--- config.mk ---
export PLATFORM = sky130hd
export DESIGN_NAME = regfile_dump_loader
export DESIGN_NICKNAME = d
export VERILOG_FILES = /design/src/rtl/regfile_dump_loader.sv
export SDC_FILE = /design/constraint.sdc
export NUM_CORES = 1
export LEC_CHECK = 0
export CAP_MARGIN = 25
export CORE_MARGIN = 1.5
export CORE_UTILIZATION = 43
export CTS_BUF_LIST = sky130_fd_sc_hd__clkbuf_2 sky130_fd_sc_hd__clkbuf_4 sky130_fd_sc_hd__clkbuf_8
export DETAILED_ROUTE_END_ITERATION = 8
export PLACE_DENSITY = 0.83
export SETUP_SLACK_MARGIN = 0.5
export SYNTH_ARGS = -nofsm -noshare
export SYNTH_HDL_FRONTEND = slang
export SYNTH_SLANG_ARGS = --single-unit
--- constraint.sdc ---
create_clock -name CLK -period 2.1 [get_ports CLK]
set_input_delay 0.42 -clock CLK [delete_from_list [all_inputs] [get_ports CLK]]
set_output_delay 0.42 -clock CLK [all_outputs]
set_load 0.01 [all_outputs]
--- src/rtl/regfile_dump_loader.sv ---
// Command engine that owns the register-file ports while busy: DUMP streams a register range out, LOAD writes a streamed range in.
// DUMP delivers one word per cycle under out_ready backpressure; LOAD writes land the cycle after each input accept.
module regfile_dump_loader #(
  parameter int NREGS  = 32,
  parameter int DWIDTH = 32
) (
  input  logic                       CLK,
  input  logic                       RST,
  input  logic                       cmd_valid,
  output logic                       cmd_ready,
  input  logic                       cmd_op,
  input  logic [$clog2(NREGS)-1:0]   cmd_start,
  input  logic [$clog2(NREGS+1)-1:0] cmd_count,
  input  logic                       in_valid,
  output logic                       in_ready,
  input  logic [DWIDTH-1:0]          in_data,
  output logic                       out_valid,
  input  logic                       out_ready,
  output logic [DWIDTH-1:0]          out_data,
  output logic [$clog2(NREGS)-1:0]   rf_rsel1,
  input  logic [DWIDTH-1:0]          rf_rdat1,
  output logic                       rf_wen,
  output logic [$clog2(NREGS)-1:0]   rf_wsel,
  output logic [DWIDTH-1:0]          rf_wdat,
  output logic                       busy,
  output logic                       done
);
  localparam int IW = $clog2(NREGS);
  localparam int CW = $clog2(NREGS + 1);

  typedef enum logic [2:0] {IDLE, DUMP, LOAD, FLUSH, DONE} state_t;

  state_t        state, next_state;
  logic [IW-1:0] idx;
  logic [CW-1:0] remaining;
  logic          cmd_fire, in_fire, out_slot;

  assign cmd_fire = cmd_valid && cmd_ready;
  assign in_fire  = in_valid && in_ready;
  // Output register can take a new word when empty or being drained this cycle.
  assign out_slot = (state == DUMP) && (!out_valid || out_ready);

  always_ff @(posedge CLK) begin
    if (RST) state <= IDLE;
    else     state <= next_state;
  end

  always_comb begin
    next_state = state;
    case (state)
      IDLE:    if (cmd_fire) next_state = (cmd_count == '0) ? DONE : (cmd_op ? LOAD : DUMP);
      DUMP:    if (out_slot && remaining == '0) next_state = DONE;
      LOAD:    if (in_fire && remaining == CW'(1)) next_state = FLUSH;
      FLUSH:   next_state = DONE;
      DONE:    next_state = IDLE;
      default: next_state = IDLE;
    endcase
  end

  always_comb begin
    cmd_ready = 1'b0;
    in_ready  = 1'b0;
    rf_rsel1  = '0;
    busy      = 1'b0;
    done      = 1'b0;
    case (state)
      IDLE:  cmd_ready = 1'b1;
      DUMP:  begin rf_rsel1 = idx; busy = 1'b1; end
      LOAD:  begin in_ready = (remaining != '0); busy = 1'b1; end
      FLUSH: busy = 1'b1;
      DONE:  begin done = 1'b1; busy = 1'b1; end
      default: ;
    endcase
  end

  always_ff @(posedge CLK) begin
    if (RST) begin
      idx       <= '0;
      remaining <= '0;
      out_valid <= 1'b0;
      out_data  <= '0;
      rf_wen    <= 1'b0;
      rf_wsel   <= '0;
      rf_wdat   <= '0;
    end else begin
      rf_wen <= 1'b0;
      case (state)
        IDLE: if (cmd_fire) begin
          idx       <= cmd_start;
          remaining <= cmd_count;
        end
        DUMP: if (out_slot) begin
          if (remaining != '0) begin
            out_data  <= rf_rdat1;
            out_valid <= 1'b1;
            idx       <= (idx == IW'(NREGS - 1)) ? '0 : idx + 1'b1;
            remaining <= remaining - 1'b1;
          end else begin
            out_valid <= 1'b0;
          end
        end
        LOAD: if (in_fire) begin
          rf_wen    <= 1'b1;
          rf_wsel   <= idx;
          rf_wdat   <= in_data;
          idx       <= (idx == IW'(NREGS - 1)) ? '0 : idx + 1'b1;
          remaining <= remaining - 1'b1;
        end
        default: ;
      endcase
    end
  end
endmodule

==> impl_results.md <==
* Status: complete, no violations
* Critical Path Sink Type: flop
* FILL cells at 226
* RSZ-0062 raised after global routing: true
* Clock sink total at between 80 and 90
* Register area share after synthesis at between 40% and 50%
* Total CTS buffers at 9
* Ys flop type: dfxtp_1
* Worst hold path type: flop to flop
* Wirelength per Cell at around 25 um
* Synth area leader: dfxtp_1
* Commonest cells in the netlist: nand2_1 (153), dfxtp_1 (85), a21oi_1 (80), nor2_1 (19), buf_2 (12)
* GRT Residual Overflow at 0
* Final setup margin at between 0.1 and 0.15 ns
* Clk_lat worst skew at around 0.36 ns
* # IOs at 161
* Final period util at 93.4%
* Distinct cells, synth at 43
* First-pass GRT wire length at around 18,000 um
* Drt first pass iters at 5
* Antenna-violating nets left at 0
* Clk slew on worst S/H paths at approximately 0.10 ns
* WL final at approximately 19,000 um
* PwrDens at approximately 1200 nW/um^2
* Vias in the first global route at between 3,000 and 4,000
* Total Neg Setup Slack at 0 ns
* TritonCTS clock tree: yes
* Pins Over Slew Limit at 0
* Final setup viols at 0
* Post-Syn Instances at about 440
* DRT iter0 DRCs at roughly 360
* Slew @ Worst Pin at 0.622 ns
* Pin count of the biggest net entering global routing at 38
* Syn Area/Cell at a little under 8 um^2
* Startpoint class of the critical path: flop
* Placed cell areas at between 5000 and 6000 um^2
* # diodes at 0
* Die H at ~93 um
* Slew margin rel. at 58.5%
* Non-Filler Cell Area, Final at ~7000 um^2
* Mapped Area at ~3500 um^2
* Largest buffer count on any clock path at 2
* Most common cell in the netlist: nand2_1
* Setup Slack @ Placement at between 0.1 and 0.15 ns
* Layout Nets at about 740
* Root buf cell: clkbuf_8
* Total power at slightly below 0.009 W
* Global Route Usage Sum at a little over a quarter
* CP Data Required Time at about 2.4 ns
* Post-route minimum period at approximately 2 ns
* Reg2Reg Setup Slack at approximately 0.14 ns
* Initial antenna violation count at 0
* Vias/cell at between 6 and 7
* Post-synthesis async set-or-reset flop share at 0%
* Mapped Nets at 529
* P_leak at roughly 3.1 nW
* Max Cap Violations at 0
* Vias at roughly 4,600
* Starting Density at 45.1%
* Layout cells sized above 1 at 44.4%
* Synth top area cells: dfxtp_1 (48%), nand2_1 (16%), a21oi_1 (11%)
* Fmax at ~510 MHz
* Final hold viol count at 0
* Die ar. at between 8000 and 9000 um^2
* CORE AREA at ~8000 um^2
* HPWL after detailed placement at approximately 7000 um
* P&R area growth vs syn at 104%
* DRC Markers at 0
* Rows at 32
* DIE WIDTH at 93.5 um
* # hold bufs at CTS at 0
* Port bufs at 160
* Post-synth EDFFs at 0
* Share of the synthesized area in the top cell type at about half
* CP max FO at 5
* Worst Skew at between 0.009 and 0.01 ns
* FF+latch count, synth at 85
* Worst VDD drop at between 900 and 1000 uV
* Placer Congestion at between 0.8 and 0.9
* CP arrival at roughly 2.2 ns
* Yosys synthesis warning count at 0
* Kind of critical path: flop to flop
* Max H-tree Level at 3
registers in the layout, summed over array words and instances (netlist names):
name       cells
idx            5
out_data      32
out_valid      1
remaining      6
rf_wdat       32
rf_wen         1
rf_wsel        5
state          3
where the power goes:
group,switching [W],internal (W)
sequential,0.000345,0.00194
clock,0.000668,0.000683
combinational,0.00270,0.00256
total,0.00371,0.00519
layout by cell type, fill, tap and decap left out, types with 2 or more instances in the layout:
master | netlist | routed
clkdlybuf4s50_1 | 0 | 78
nand2_1 | 153 | 76
dfxtp_1 | 85 | 76
a21oi_2 | 0 | 71
dlygate4sd2_1 | 0 | 71
nand2_4 | 0 | 62
buf_4 | 3 | 27
buf_6 | 6 | 24
nand2_2 | 1 | 16
nor2_1 | 19 | 13
clkbuf_16 | 0 | 11
buf_12 | 0 | 11
a21oi_1 | 80 | 9
nor3_1 | 9 | 9
clkbuf_8 | 0 | 9
buf_2 | 12 | 6
dfxtp_2 | 0 | 6
inv_1 | 5 | 4
ha_1 | 5 | 4
buf_16 | 0 | 4
nor2_4 | 0 | 3
and2_4 | 0 | 3
nand2b_1 | 3 | 3
a211oi_1 | 4 | 3
o21ai_2 | 0 | 3
o21ai_0 | 3 | 3
nor2_2 | 0 | 3
dfxtp_4 | 0 | 3
and2_1 | 5 | 2
o21a_1 | 3 | 2
xnor2_1 | 2 | 2
a311oi_2 | 2 | 2
nand3_4 | 0 | 2
nor4_1 | 3 | 2
mux2_2 | 2 | 2
clkinvlp_4 | 0 | 2
bufinv_16 | 0 | 2
buf_8 | 0 | 2
cell type report:
cell class / count / area [um^2] / share of cell area, %
clock buffer: 10 / 131 / 1.83
inverter: 5 / 18.8 / 0.261
clock inverter: 5 / 83.8 / 1.17
sequential: 85 / 1720 / 23.9
tap: 102 / 128 / 1.78
timing repair buffer: 235 / 2550 / 35.5
multi-input combinational: 322 / 2550 / 35.5
routing by layer:
| metal | part of all wire [%] | global-route usage, % | wire length (um) | vias to the layer above |
|---|---|---|---|---|
| met5 | 0 | 0 | 0 | - |
| met4 | 7.9 | 11.7 | 1500 | 0 |
| met3 | 9.5 | 5.61 | 1810 | 139 |
| met2 | 49 | 48.1 | 9260 | 384 |
| met1 | 34 | 29.8 | 6490 | 2152 |
| li1 | - | - | - | 1910 |
what timing repair did:
action                     in CTS  in global routing
gates resized for setup       152                246
cloned                          4                 15
pin swaps                      19                114
buffers inserted               24                 14
setup endpoints to repair     131                 93
per-stage QoR:
step / cells / hold slack [ns] / utilization, %
floorplan: 443 / 0.441 / -
global placement: 692 / 0.441 / 67.4
detailed placement: 692 / 0.446 / 67.4
CTS: 735 / 0.455 / 74.6
global route: 764 / 0.490 / 92.1
finish: 764 / 0.478 / 92.1
kinds of logic (layout without fill, tap and decap cells):
kind of cell	count (synthesis)	after routing	synth area share, %
flip-flops	85	85	48.4
buffers and inverters	36	255	5.87
multiplexers	2	2	0.640
AND/OR/NAND/NOR	207	207	25.2
XOR/XNOR	3	3	0.747
AO/OA/AOI/OAI	105	105	17.4
adder cells (fa/ha/maj)	5	5	1.78
worst max-delay path, cell delays in order, from the launching register on:
cell and delay [ns]:
dfxtp_4 0.39, nor4_4 0.39, buf_6 0.19, a221oi_4 0.08
buf_4 0.16, o21ai_4 0.21, buf_6 0.15, a211oi_1 0.05
nor3_1 0.25
path summary, 6_finish.rpt:
check,cells past startpoint,end,start
hold reg to reg,2,out_data[14],out_data[14]
setup / recovery,8,idx[0],remaining[3]
setup reg to reg,8,idx[0],remaining[3]
hold / removal,2,out_data[14],out_data[14]
No activity file was read; power rests on OpenSTA's default activity.
